[src/rtl/mngr_pkg.sv]
// Shared types and constants for the mngr stream agent slice.
//   mngr_msg_t        32-bit stream word
//   mngr_state_e      agent run state: IDLE, RUN, PASS, FAIL
//   MNGR_TIMEOUT_GOT  word reported as fail_got when the idle watchdog fires
package mngr_pkg;

  typedef logic [31:0] mngr_msg_t;

  typedef enum logic [1:0] {
    IDLE,
    RUN,
    PASS,
    FAIL
  } mngr_state_e;

  localparam mngr_msg_t MNGR_TIMEOUT_GOT = 32'hDEAD_0000;

endpackage

[src/rtl/mngr_stream_agent_if.sv]
// Handshake bundle between the manager agent and the processor.
//   mngr2proc_msg/val/rdy  manager -> processor source stream
//   proc2mngr_msg/val/rdy  processor -> manager sink stream
// Modports: master = manager side, slave = processor side.
interface mngr_stream_agent_if;
  import mngr_pkg::*;

  mngr_msg_t mngr2proc_msg;
  logic      mngr2proc_val;
  logic      mngr2proc_rdy;
  mngr_msg_t proc2mngr_msg;
  logic      proc2mngr_val;
  logic      proc2mngr_rdy;

  modport master (
    output mngr2proc_msg,
    output mngr2proc_val,
    input  mngr2proc_rdy,
    input  proc2mngr_msg,
    input  proc2mngr_val,
    output proc2mngr_rdy
  );

  modport slave (
    input  mngr2proc_msg,
    input  mngr2proc_val,
    output mngr2proc_rdy,
    output proc2mngr_msg,
    output proc2mngr_val,
    input  proc2mngr_rdy
  );

endinterface

[src/rtl/mngr_table.sv]
// DEPTH x 32 register file: one synchronous write port, one asynchronous
// read port. Contents are not reset.
//   clk          clock
//   we/waddr/wdata  write port (lands at posedge)
//   raddr/rdata     combinational read port
module mngr_table
  import mngr_pkg::*;
#(
  parameter int unsigned DEPTH = 64,
  parameter int unsigned AW    = $clog2(DEPTH)
) (
  input  logic          clk,
  input  logic          we,
  input  logic [AW-1:0] waddr,
  input  mngr_msg_t     wdata,
  input  logic [AW-1:0] raddr,
  output mngr_msg_t     rdata
);

  mngr_msg_t mem [DEPTH];

  always_ff @(posedge clk) begin
    if (we) mem[waddr] <= wdata;
  end

  assign rdata = mem[raddr];

endmodule

[src/rtl/mngr_stream_agent.sv]
// Manager end of the mngr stream interface. Streams a preloaded source table
// to the processor and checks returned words against a preloaded expected
// table, reporting pass/fail and first-mismatch details.
//   clk, rst              clock, asynchronous active-high reset
//   cfg_we/sel/addr/data  table load port (IDLE only; sel 0 = source, 1 = expected)
//   src_cnt, exp_cnt      word counts, sampled on start
//   start                 pulse: IDLE/PASS/FAIL -> RUN
//   bus (master)          mngr2proc / proc2mngr handshakes
//   done, pass            run result, sticky until next start
//   fail_idx/got/exp      first mismatch details
// Optional: define MNGR_TIMEOUT_EN to enable the idle-cycle watchdog
// (TIMEOUT_CYC RUN cycles without any transfer -> FAIL).
module mngr_stream_agent
  import mngr_pkg::*;
#(
  parameter int unsigned DEPTH       = 64,
  parameter int unsigned AW          = $clog2(DEPTH),
  parameter int unsigned TIMEOUT_CYC = 4096
) (
  input  logic                clk,
  input  logic                rst,
  input  logic                cfg_we,
  input  logic                cfg_sel,
  input  logic [AW-1:0]       cfg_addr,
  input  mngr_msg_t           cfg_data,
  input  logic [AW:0]         src_cnt,
  input  logic [AW:0]         exp_cnt,
  input  logic                start,
  mngr_stream_agent_if.master bus,
  output logic                done,
  output logic                pass,
  output logic [AW:0]         fail_idx,
  output mngr_msg_t           fail_got,
  output mngr_msg_t           fail_exp
);

  typedef logic [AW:0] ptr_t;

  mngr_state_e state_q, state_d;
  ptr_t        src_ptr_q, src_ptr_d, exp_ptr_q, exp_ptr_d;
  ptr_t        src_cnt_q, src_cnt_d, exp_cnt_q, exp_cnt_d;
  ptr_t        fail_idx_q, fail_idx_d;
  mngr_msg_t   fail_got_q, fail_got_d, fail_exp_q, fail_exp_d;
  mngr_msg_t   src_rd, exp_rd;
  logic        src_val, snk_rdy, src_xfer, snk_xfer;
  logic        cfg_ok;

`ifdef MNGR_TIMEOUT_EN
  localparam logic [15:0] TO_LAST = 16'(TIMEOUT_CYC - 1);
  logic [15:0] to_cnt_q, to_cnt_d;
`else
  // Watchdog compiled out; the parameter stays so overrides remain legal.
  if (TIMEOUT_CYC == 0) begin : g_no_timeout
  end
`endif

  assign cfg_ok = cfg_we && (state_q == IDLE);

  mngr_table #(.DEPTH(DEPTH), .AW(AW)) u_src_tab (
    .clk   (clk),
    .we    (cfg_ok && !cfg_sel),
    .waddr (cfg_addr),
    .wdata (cfg_data),
    .raddr (src_ptr_q[AW-1:0]),
    .rdata (src_rd)
  );

  mngr_table #(.DEPTH(DEPTH), .AW(AW)) u_exp_tab (
    .clk   (clk),
    .we    (cfg_ok && cfg_sel),
    .waddr (cfg_addr),
    .wdata (cfg_data),
    .raddr (exp_ptr_q[AW-1:0]),
    .rdata (exp_rd)
  );

  always_comb begin
    state_d    = state_q;
    src_ptr_d  = src_ptr_q;
    exp_ptr_d  = exp_ptr_q;
    src_cnt_d  = src_cnt_q;
    exp_cnt_d  = exp_cnt_q;
    fail_idx_d = fail_idx_q;
    fail_got_d = fail_got_q;
    fail_exp_d = fail_exp_q;
    src_val    = 1'b0;
    snk_rdy    = 1'b0;
    src_xfer   = 1'b0;
    snk_xfer   = 1'b0;
`ifdef MNGR_TIMEOUT_EN
    to_cnt_d   = to_cnt_q;
`endif
    case (state_q)
      RUN: begin
        src_val  = (src_ptr_q < src_cnt_q);
        snk_rdy  = (exp_ptr_q < exp_cnt_q);
        src_xfer = src_val && bus.mngr2proc_rdy;
        snk_xfer = snk_rdy && bus.proc2mngr_val;
        if (src_xfer) src_ptr_d = src_ptr_q + ptr_t'(1);
        if (snk_xfer && (bus.proc2mngr_msg == exp_rd)) exp_ptr_d = exp_ptr_q + ptr_t'(1);
`ifdef MNGR_TIMEOUT_EN
        to_cnt_d = (src_xfer || snk_xfer) ? '0 : to_cnt_q + 16'd1;
`endif
        // Completion looks at registered pointers, so PASS lands one cycle
        // after the last transfer; a mismatch always wins.
        if (snk_xfer && (bus.proc2mngr_msg != exp_rd)) begin
          state_d    = FAIL;
          fail_idx_d = exp_ptr_q;
          fail_got_d = bus.proc2mngr_msg;
          fail_exp_d = exp_rd;
        end else if ((src_ptr_q == src_cnt_q) && (exp_ptr_q == exp_cnt_q)) begin
          state_d = PASS;
        end
`ifdef MNGR_TIMEOUT_EN
        else if (!src_xfer && !snk_xfer && (to_cnt_q == TO_LAST)) begin
          state_d    = FAIL;
          fail_idx_d = exp_ptr_q;
          fail_got_d = MNGR_TIMEOUT_GOT;
          fail_exp_d = exp_rd;
        end
`endif
      end
      default: begin
        // IDLE, PASS and FAIL all (re)start a run on start.
        if (start) begin
          state_d    = RUN;
          src_cnt_d  = src_cnt;
          exp_cnt_d  = exp_cnt;
          src_ptr_d  = '0;
          exp_ptr_d  = '0;
          fail_idx_d = '0;
          fail_got_d = '0;
          fail_exp_d = '0;
`ifdef MNGR_TIMEOUT_EN
          to_cnt_d   = '0;
`endif
        end
      end
    endcase
  end

  always_ff @(posedge clk or posedge rst) begin
    if (rst) begin
      state_q    <= IDLE;
      src_ptr_q  <= '0;
      exp_ptr_q  <= '0;
      src_cnt_q  <= '0;
      exp_cnt_q  <= '0;
      fail_idx_q <= '0;
      fail_got_q <= '0;
      fail_exp_q <= '0;
`ifdef MNGR_TIMEOUT_EN
      to_cnt_q   <= '0;
`endif
    end else begin
      state_q    <= state_d;
      src_ptr_q  <= src_ptr_d;
      exp_ptr_q  <= exp_ptr_d;
      src_cnt_q  <= src_cnt_d;
      exp_cnt_q  <= exp_cnt_d;
      fail_idx_q <= fail_idx_d;
      fail_got_q <= fail_got_d;
      fail_exp_q <= fail_exp_d;
`ifdef MNGR_TIMEOUT_EN
      to_cnt_q   <= to_cnt_d;
`endif
    end
  end

  assign bus.mngr2proc_val = src_val;
  assign bus.mngr2proc_msg = (state_q == RUN) ? src_rd : '0;
  assign bus.proc2mngr_rdy = snk_rdy;
  assign done              = (state_q == PASS) || (state_q == FAIL);
  assign pass              = (state_q == PASS);
  assign fail_idx          = fail_idx_q;
  assign fail_got          = fail_got_q;
  assign fail_exp          = fail_exp_q;

endmodule

[src/flat_wrapper.sv]
// flat-port wrapper written by rule: the top's interface ports become plain ports
module mngr_stream_agent_flat import mngr_pkg::*;
#(
  parameter int unsigned DEPTH       = 64,
  parameter int unsigned AW          = $clog2(DEPTH),
  parameter int unsigned TIMEOUT_CYC = 4096
)
  (clk, rst, cfg_we, cfg_sel, cfg_addr, cfg_data, src_cnt, exp_cnt, start, done, pass, fail_idx, fail_got, fail_exp, bus_mngr2proc_msg, bus_mngr2proc_val, bus_mngr2proc_rdy, bus_proc2mngr_msg, bus_proc2mngr_val, bus_proc2mngr_rdy);
  mngr_stream_agent_if bus_i ();
  input  logic clk;
  input  logic rst;
  input  logic cfg_we;
  input  logic cfg_sel;
  input  logic [AW-1:0] cfg_addr;
  input  mngr_msg_t cfg_data;
  input  logic [AW:0] src_cnt;
  input  logic [AW:0] exp_cnt;
  input  logic start;
  output logic done;
  output logic pass;
  output logic [AW:0] fail_idx;
  output mngr_msg_t fail_got;
  output mngr_msg_t fail_exp;
  output wire logic [$bits(bus_i.mngr2proc_msg)-1:0] bus_mngr2proc_msg;
  output wire logic [$bits(bus_i.mngr2proc_val)-1:0] bus_mngr2proc_val;
  input wire logic [$bits(bus_i.mngr2proc_rdy)-1:0] bus_mngr2proc_rdy;
  input wire logic [$bits(bus_i.proc2mngr_msg)-1:0] bus_proc2mngr_msg;
  input wire logic [$bits(bus_i.proc2mngr_val)-1:0] bus_proc2mngr_val;
  output wire logic [$bits(bus_i.proc2mngr_rdy)-1:0] bus_proc2mngr_rdy;
  assign bus_mngr2proc_msg = bus_i.mngr2proc_msg;
  assign bus_mngr2proc_val = bus_i.mngr2proc_val;
  assign bus_i.mngr2proc_rdy = bus_mngr2proc_rdy;
  assign bus_i.proc2mngr_msg = bus_proc2mngr_msg;
  assign bus_i.proc2mngr_val = bus_proc2mngr_val;
  assign bus_proc2mngr_rdy = bus_i.proc2mngr_rdy;
  mngr_stream_agent #(.DEPTH(DEPTH), .AW(AW), .TIMEOUT_CYC(TIMEOUT_CYC)) u_core (.clk(clk), .rst(rst), .cfg_we(cfg_we), .cfg_sel(cfg_sel), .cfg_addr(cfg_addr), .cfg_data(cfg_data), .src_cnt(src_cnt), .exp_cnt(exp_cnt), .start(start), .bus(bus_i), .done(done), .pass(pass), .fail_idx(fail_idx), .fail_got(fail_got), .fail_exp(fail_exp));
endmodule
[config.mk]
export PLATFORM = sky130hd
export DESIGN_NAME = mngr_stream_agent_flat
export DESIGN_NICKNAME = d
export VERILOG_FILES = /design/src/rtl/mngr_pkg.sv /design/src/rtl/mngr_stream_agent_if.sv /design/src/rtl/mngr_table.sv /design/src/rtl/mngr_stream_agent.sv /design/src/flat_wrapper.sv
export SDC_FILE = /design/constraint.sdc
export NUM_CORES = 2
export LEC_CHECK = 0
export CAP_MARGIN = 20
export CORE_MARGIN = 4
export CORE_UTILIZATION = 44
export CTS_BUF_LIST = sky130_fd_sc_hd__clkbuf_8 sky130_fd_sc_hd__clkbuf_16
export DETAILED_ROUTE_END_ITERATION = 16
export PLACE_DENSITY = 0.56
export SLEW_MARGIN = 0
export SYNTH_ARGS = -nofsm -noshare
export SYNTH_HDL_FRONTEND = slang
export SYNTH_SLANG_ARGS = --single-unit
[constraint.sdc]
create_clock -name clk -period 6.9 [get_ports clk]
set_input_delay 1.035 -clock clk [delete_from_list [all_inputs] [get_ports clk]]
set_output_delay 1.035 -clock clk [all_outputs]
set_load 0.01 [all_outputs]
# == Word-level counts from Yosys, hierarchy flattened ==
# Memories as Yosys holds them, arrays and structs flattened.
# Index checks and enable logic that the tools add are counted.
# totals
reg_bits,101
out_inout_bits,107
in_bits,91
memories,2
mem_bits_rw,4096
# op_classes
eq_ne,11
add_sub_neg,2
n_reduce_logical,17
mux,23
bitwise_logic,1
n_lt_le_gt_ge,2
# mem_list
name,depth,word_bits,read_ports,rd_clocked_by_memory_dff,wr,line_no,source
u_core.u_exp_tab.mem,64,32,1,0,1,mngr_table.sv:20,mngr_msg_t mem [DEPTH];
u_core.u_src_tab.mem,64,32,1,0,1,mngr_table.sv:20,
# op_table
cell,count
$mux 32,6
$mux 7,7
$eq 32x32->1,1
$ne 32x32->1,1
$add 7x1->7 const B,2
$eq 7x7->1,2
$lt 7x7->1,2
$reduce_and 2->1,5
$logic_and 1x1->1,8
$mux 2,4
$mux 1,6
$ne 2x1->1 const B,3
$eq 2x2->1 const B,2
$ne 3x1->1 const B,1
$eq 2x1->1 const B,1
$logic_not 2->1,1
$reduce_bool 2->1,1
$logic_not 1->1,1
$logic_or 1x1->1,1
$not 1->1,1

# == Longest topological paths before layout ==
# logic_depth
ltp_word,5
depth_mapped,21
depth_no_buf,12

# == Hierarchy ==
# Synthesis repeated with hierarchy kept, for this count alone.
# unflattened
cells_unflattened,7149
area_unflattened_um2,161173.3
# by_module_without_submodules
mod,seq_area_each_um2,instances,area_each_um2,cells_each
mngr_table,61499.0,2,77874.7,3292
mngr_stream_agent,2527.4,1,5424.0,565

# == Worst setup path before layout ==
# OpenSTA, ideal clock, no wires.
# synth_path
path_kind,flip-flop to output port
start,register u_core.src_ptr_q[0]
end,output bus_mngr2proc_msg[10]
arrival_ns,3.393
slack_ns,2.472
n_path_buf,4
required_ns,5.865
path_stages_with_launch,9
path_cell_list,dfrtp_1 -> clkbuf_1 -> buf_1 -> buf_1 -> buf_1 -> mux4_2 -> mux4_2 -> a211oi_1 -> a211oi_1
# synth_between
elab_chain_len,2
# synth_lines
element,line_no,source
start: declaration,mngr_stream_agent.sv:40,"ptr_t src_ptr_q, src_ptr_d, exp_ptr_q, exp_ptr_d;"
start signal: assignment,mngr_stream_agent.sv:157,src_ptr_q <= src_ptr_d;
$mem_v2 64x32,n/a,
$mux 32,mngr_stream_agent.sv:171,assign bus.mngr2proc_msg = (state_q == RUN) ? src_rd : '0;
end: declaration,flat_wrapper.sv:24,output wire logic [$bits(bus_i.mngr2proc_msg)-1:0] bus_mngr2proc_msg;
# No other way between the ends.

# == Worst setup path after layout ==
# layout_path
start,register u_core.exp_ptr_q[0]
end,output bus_proc2mngr_rdy
# layout_between
elab_chain_len,2
# layout_lines
element,line_no,source
start: declaration,mngr_stream_agent.sv:40,
start signal: assignment,mngr_stream_agent.sv:158,exp_ptr_q <= exp_ptr_d;
$lt 7x7->1,mngr_stream_agent.sv:96,snk_rdy = (exp_ptr_q < exp_cnt_q);
$mux 1,mngr_stream_agent.sv:93,case (state_q)
end: declaration,flat_wrapper.sv:29,output wire logic [$bits(bus_i.proc2mngr_rdy)-1:0] bus_proc2mngr_rdy;
# No other way between the ends.

==> reports/metrics.yaml <==
synthesis:
  synth_cells: 7247
  syn_nets: 7354
  synth_edf_count: 4096
  synth.distinct_cells: 85
  async_reset_ff_share_pct: 2.406
  avgSynthCellArea_um2: 22.38
  syn-cell-area_um2: 162200
  synthFlopType: "edfxtp_1"
  ys_ff_latch: 4197
  yosysWarnings: 0
  yosysSeqAreaShare_pct: 77.38
placement:
  hpwl_um: 299800
  numPortBuffers: 197
  finalWeightedCongestion: 0.9104
  dp_cells: 12210
setup_path:
  startpoint_type: "register"
  path_class: "register to primary output"
  ff2ff_setup_slack_ps: 870
  critical_path.endpoint_type: "primary output"
  worstPathMaxFanout: 51
  slowest_stage: "dfrtp_4"
  crit_arrival_ps: 5150
  cpPeakStageDelay_ps: 810
  crit_chain: "buf_12, inv_1, ha_1, nor2b_1, o21a_1, o21a_1, o21a_1, o21a_1, o21ai_1, buf_4, and2_1, clkdlybuf4s50_1"
  crit_top_cell: "o21a_1"
  required_ps: 5860
flow_run:
  maxCapViolCount: 0
final_layout:
  drive_gt1_share_pct: 26.54
  final_cell_count_no_fill: 13030
  nets: 7934
  area_growth_pct: 14.61
global_route:
  grt_use_total_pct: 25.33
  grt_max_degree: 101
  grt_antenna_before_repair: 58
  grt_pass1_vias: 80110
  overflow: 0
  grt_pass1_wl_um: 669200
route:
  drt-total-wl_um: 487500
  drcViolationCount: 0
  final_antenna_net_count: 0
  routedWlPerCell_um: 37.42
  drtIter0Drc: 10270
  num_vias: 80550
  vias_per_cell: 6.183
  drt_first_pass_iters: 6
floorplan:
  core_um2: 366400
  dieArea_um2: 378500
  fp.dieH_um: 615.2
  ioPinCount: 198
  die_w_um: 615.2
  num_rows: 222
  start_util_pct: 44.28
cts:
  cts.path.max_buffers: 4
  cts_root_buf: "clkbuf_16"
  path_clk_slew_ps: 60
  clock-sinks: 4197
  cts_buffers: 422
  clock_latency_ps: 950
  ctsHoldBuffers: 0
  cts_tree: "built"
  postCtsSetupRepairBufs: 0
  ctsResizeCount: 0
  cts_max_level: 5
sta:
  finalMaxSlewViolations: 0
  relSlewSlack_pct: 11.15
  setup_viol: 0
  worstMarginPinSlew_ps: 1333
  fin_setup_tns_ps: 0
  rsz0062_at_grt: "false"
  finClkSkew_ps: 35.84
  fmax_mhz: 161.8
  finalHoldViolations: 0
  min_period_over_period_pct: 89.57
  min_period_ps: 6180
power:
  powerDensity_nw_per_um2: 324.0
  finalPower_mw: 60.24
  p_leak_nw: 57.07
  vdd_drop_max_uv: 297.0
outcome:
  status: "finished clean"
min_path:
  worstHoldPathType: "primary input to register"
-- registers in the layout, indices dropped and copies added, names as in the netlist --
signal	cells
u_core.u_exp_tab.mem	2048
u_core.u_src_tab.mem	2048
u_core.fail_exp	32
u_core.fail_got	32
u_core.exp_cnt_q	7
u_core.exp_ptr_q	7
u_core.fail_idx	7
u_core.src_cnt_q	7
u_core.src_ptr_q	7
u_core.state_q	2
-- worst max-delay path: cells and delay by family, from the launching register on --
family                   cells  cell delay [ps]
buffers and inverters        4             1860
AO/OA/AOI/OAI                5              790
AND/OR/NAND/NOR              2              330
adder cells (fa/ha/maj)      1              270
flip-flops                   1              810
-- cell usage in the layout, fill, tap and decap left out, drive strengths merged, types with 41 or more instances in the layout --
cell type and instances:
nor2b 46, a21oi 51, diode 41, a22oi 188, nand2 197, clkdlybuf4s50 165
clkbuf 431, o21ai 52, nand3 78, mux4 1017, inv 175, bufinv 43
edfxtp 4096, mux2i 438, buf 393, nor2 174, clkinv 166, dfrtp 101
-- area by class of cell --
type	count	area [um2]
antenna	41	102.6
multi-input combinational	2588	35200
timing repair buffer	558	5353
clock buffer	431	10790
inverter	60	232.7
tap	4816	6026
fill	28800	180500
sequential	4197	125600
clock inverter	335	2658
-- stage by stage --
stage / utilization [%] / hold slack, ps / worst slack [ps] / instance area (um2)
2_1_floorplan: - / 451.9 / 2472 / 162200
3_3_place_gp: 46.94 / 487.7 / 851.1 / 172000
3_5_place_dp: 47.01 / 492.0 / 1089 / 172200
4_1_cts: 50.68 / 311.3 / 639.8 / 185700
5_1_grt: 50.74 / 367.3 / 585.2 / 185900
6_report: 50.75 / 393.2 / 719.9 / 185900
-- routing by layer --
metal,GRT usage (%),vias up,share of wire (%)
met4,10.52,6,4.8
met2,41.56,3893,49
met5,0,-,0.0084
met3,3.626,785,7.4
li1,-,31840,-
met1,34.27,44030,39
-- logic make-up (layout without fill, tap and decap cells) --
logic type / count (synthesis) / count (layout) / synth area share [%]
flip-flops: 4197 / 4197 / 77.38
multiplexers: 1478 / 1478 / 17.02
AND/OR/NAND/NOR: 627 / 627 / 1.849
buffers and inverters: 462 / 1384 / 1.579
AO/OA/AOI/OAI: 441 / 441 / 1.907
XOR/XNOR: 26 / 26 / 0.1404
adder cells (fa/ha/maj): 16 / 16 / 0.1234
other: 0 / 41 / 0
-- report_power, final --
group / switching (mW) / internal (mW) / total [mW]
Combinational: 4.99 / 4.28 / 9.27
Clock: 9.58 / 12.9 / 22.4
Sequential: 0.339 / 28.2 / 28.5
Total: 14.9 / 45.3 / 60.2
-- worst paths after layout --
kind / start / to / cells after the start
worst min-delay path: cfg_data[3] / u_core.u_src_tab.mem[52][3] / 1
worst max register to register: u_core.exp_ptr_q[2] / u_core.exp_ptr_q[0] / 12
max in group asynchronous: rst / u_core.src_ptr_q[3] / 3
min in group asynchronous: rst / u_core.fail_got[13] / 2
worst max-delay path: u_core.exp_ptr_q[0] / bus_proc2mngr_rdy / 12
worst min register to register: u_core.exp_cnt_q[0] / u_core.exp_cnt_q[0] / 2
-- Yosys cell counts (7+ instances only) --
master	number	area share, %
buf_2	43	0.13
o211ai_1	8	0.037
and2_1	11	0.042
dfrtp_1	101	1.6
a22oi_1	188	0.87
nor2b_1	46	0.18
ha_1	16	0.12
clkbuf_1	194	0.45
and3_1	11	0.042
buf_1	61	0.14
a21oi_1	50	0.15
buf_8	22	0.20
mux2i_1	438	2.7
nand2_1	197	0.46
nor2_1	174	0.40
a31oi_1	13	0.050
nor3_1	16	0.049
buf_6	37	0.26
buf_4	34	0.16
a211oi_1	17	0.079
o21ai_0	51	0.16
xnor2_1	21	0.11
o22ai_1	37	0.14
nor4_1	14	0.054
edfxtp_1	4096	76
inv_1	56	0.13
a32oi_1	9	0.049
a221oi_1	10	0.054
nand3_1	78	0.24
nand2b_1	8	0.031
mux2_2	23	0.16
nand4_1	27	0.10
mux4_2	999	14
mux4_1	18	0.29
o31ai_1	7	0.032
Note: power is estimated with default switching activity, not from simulation.
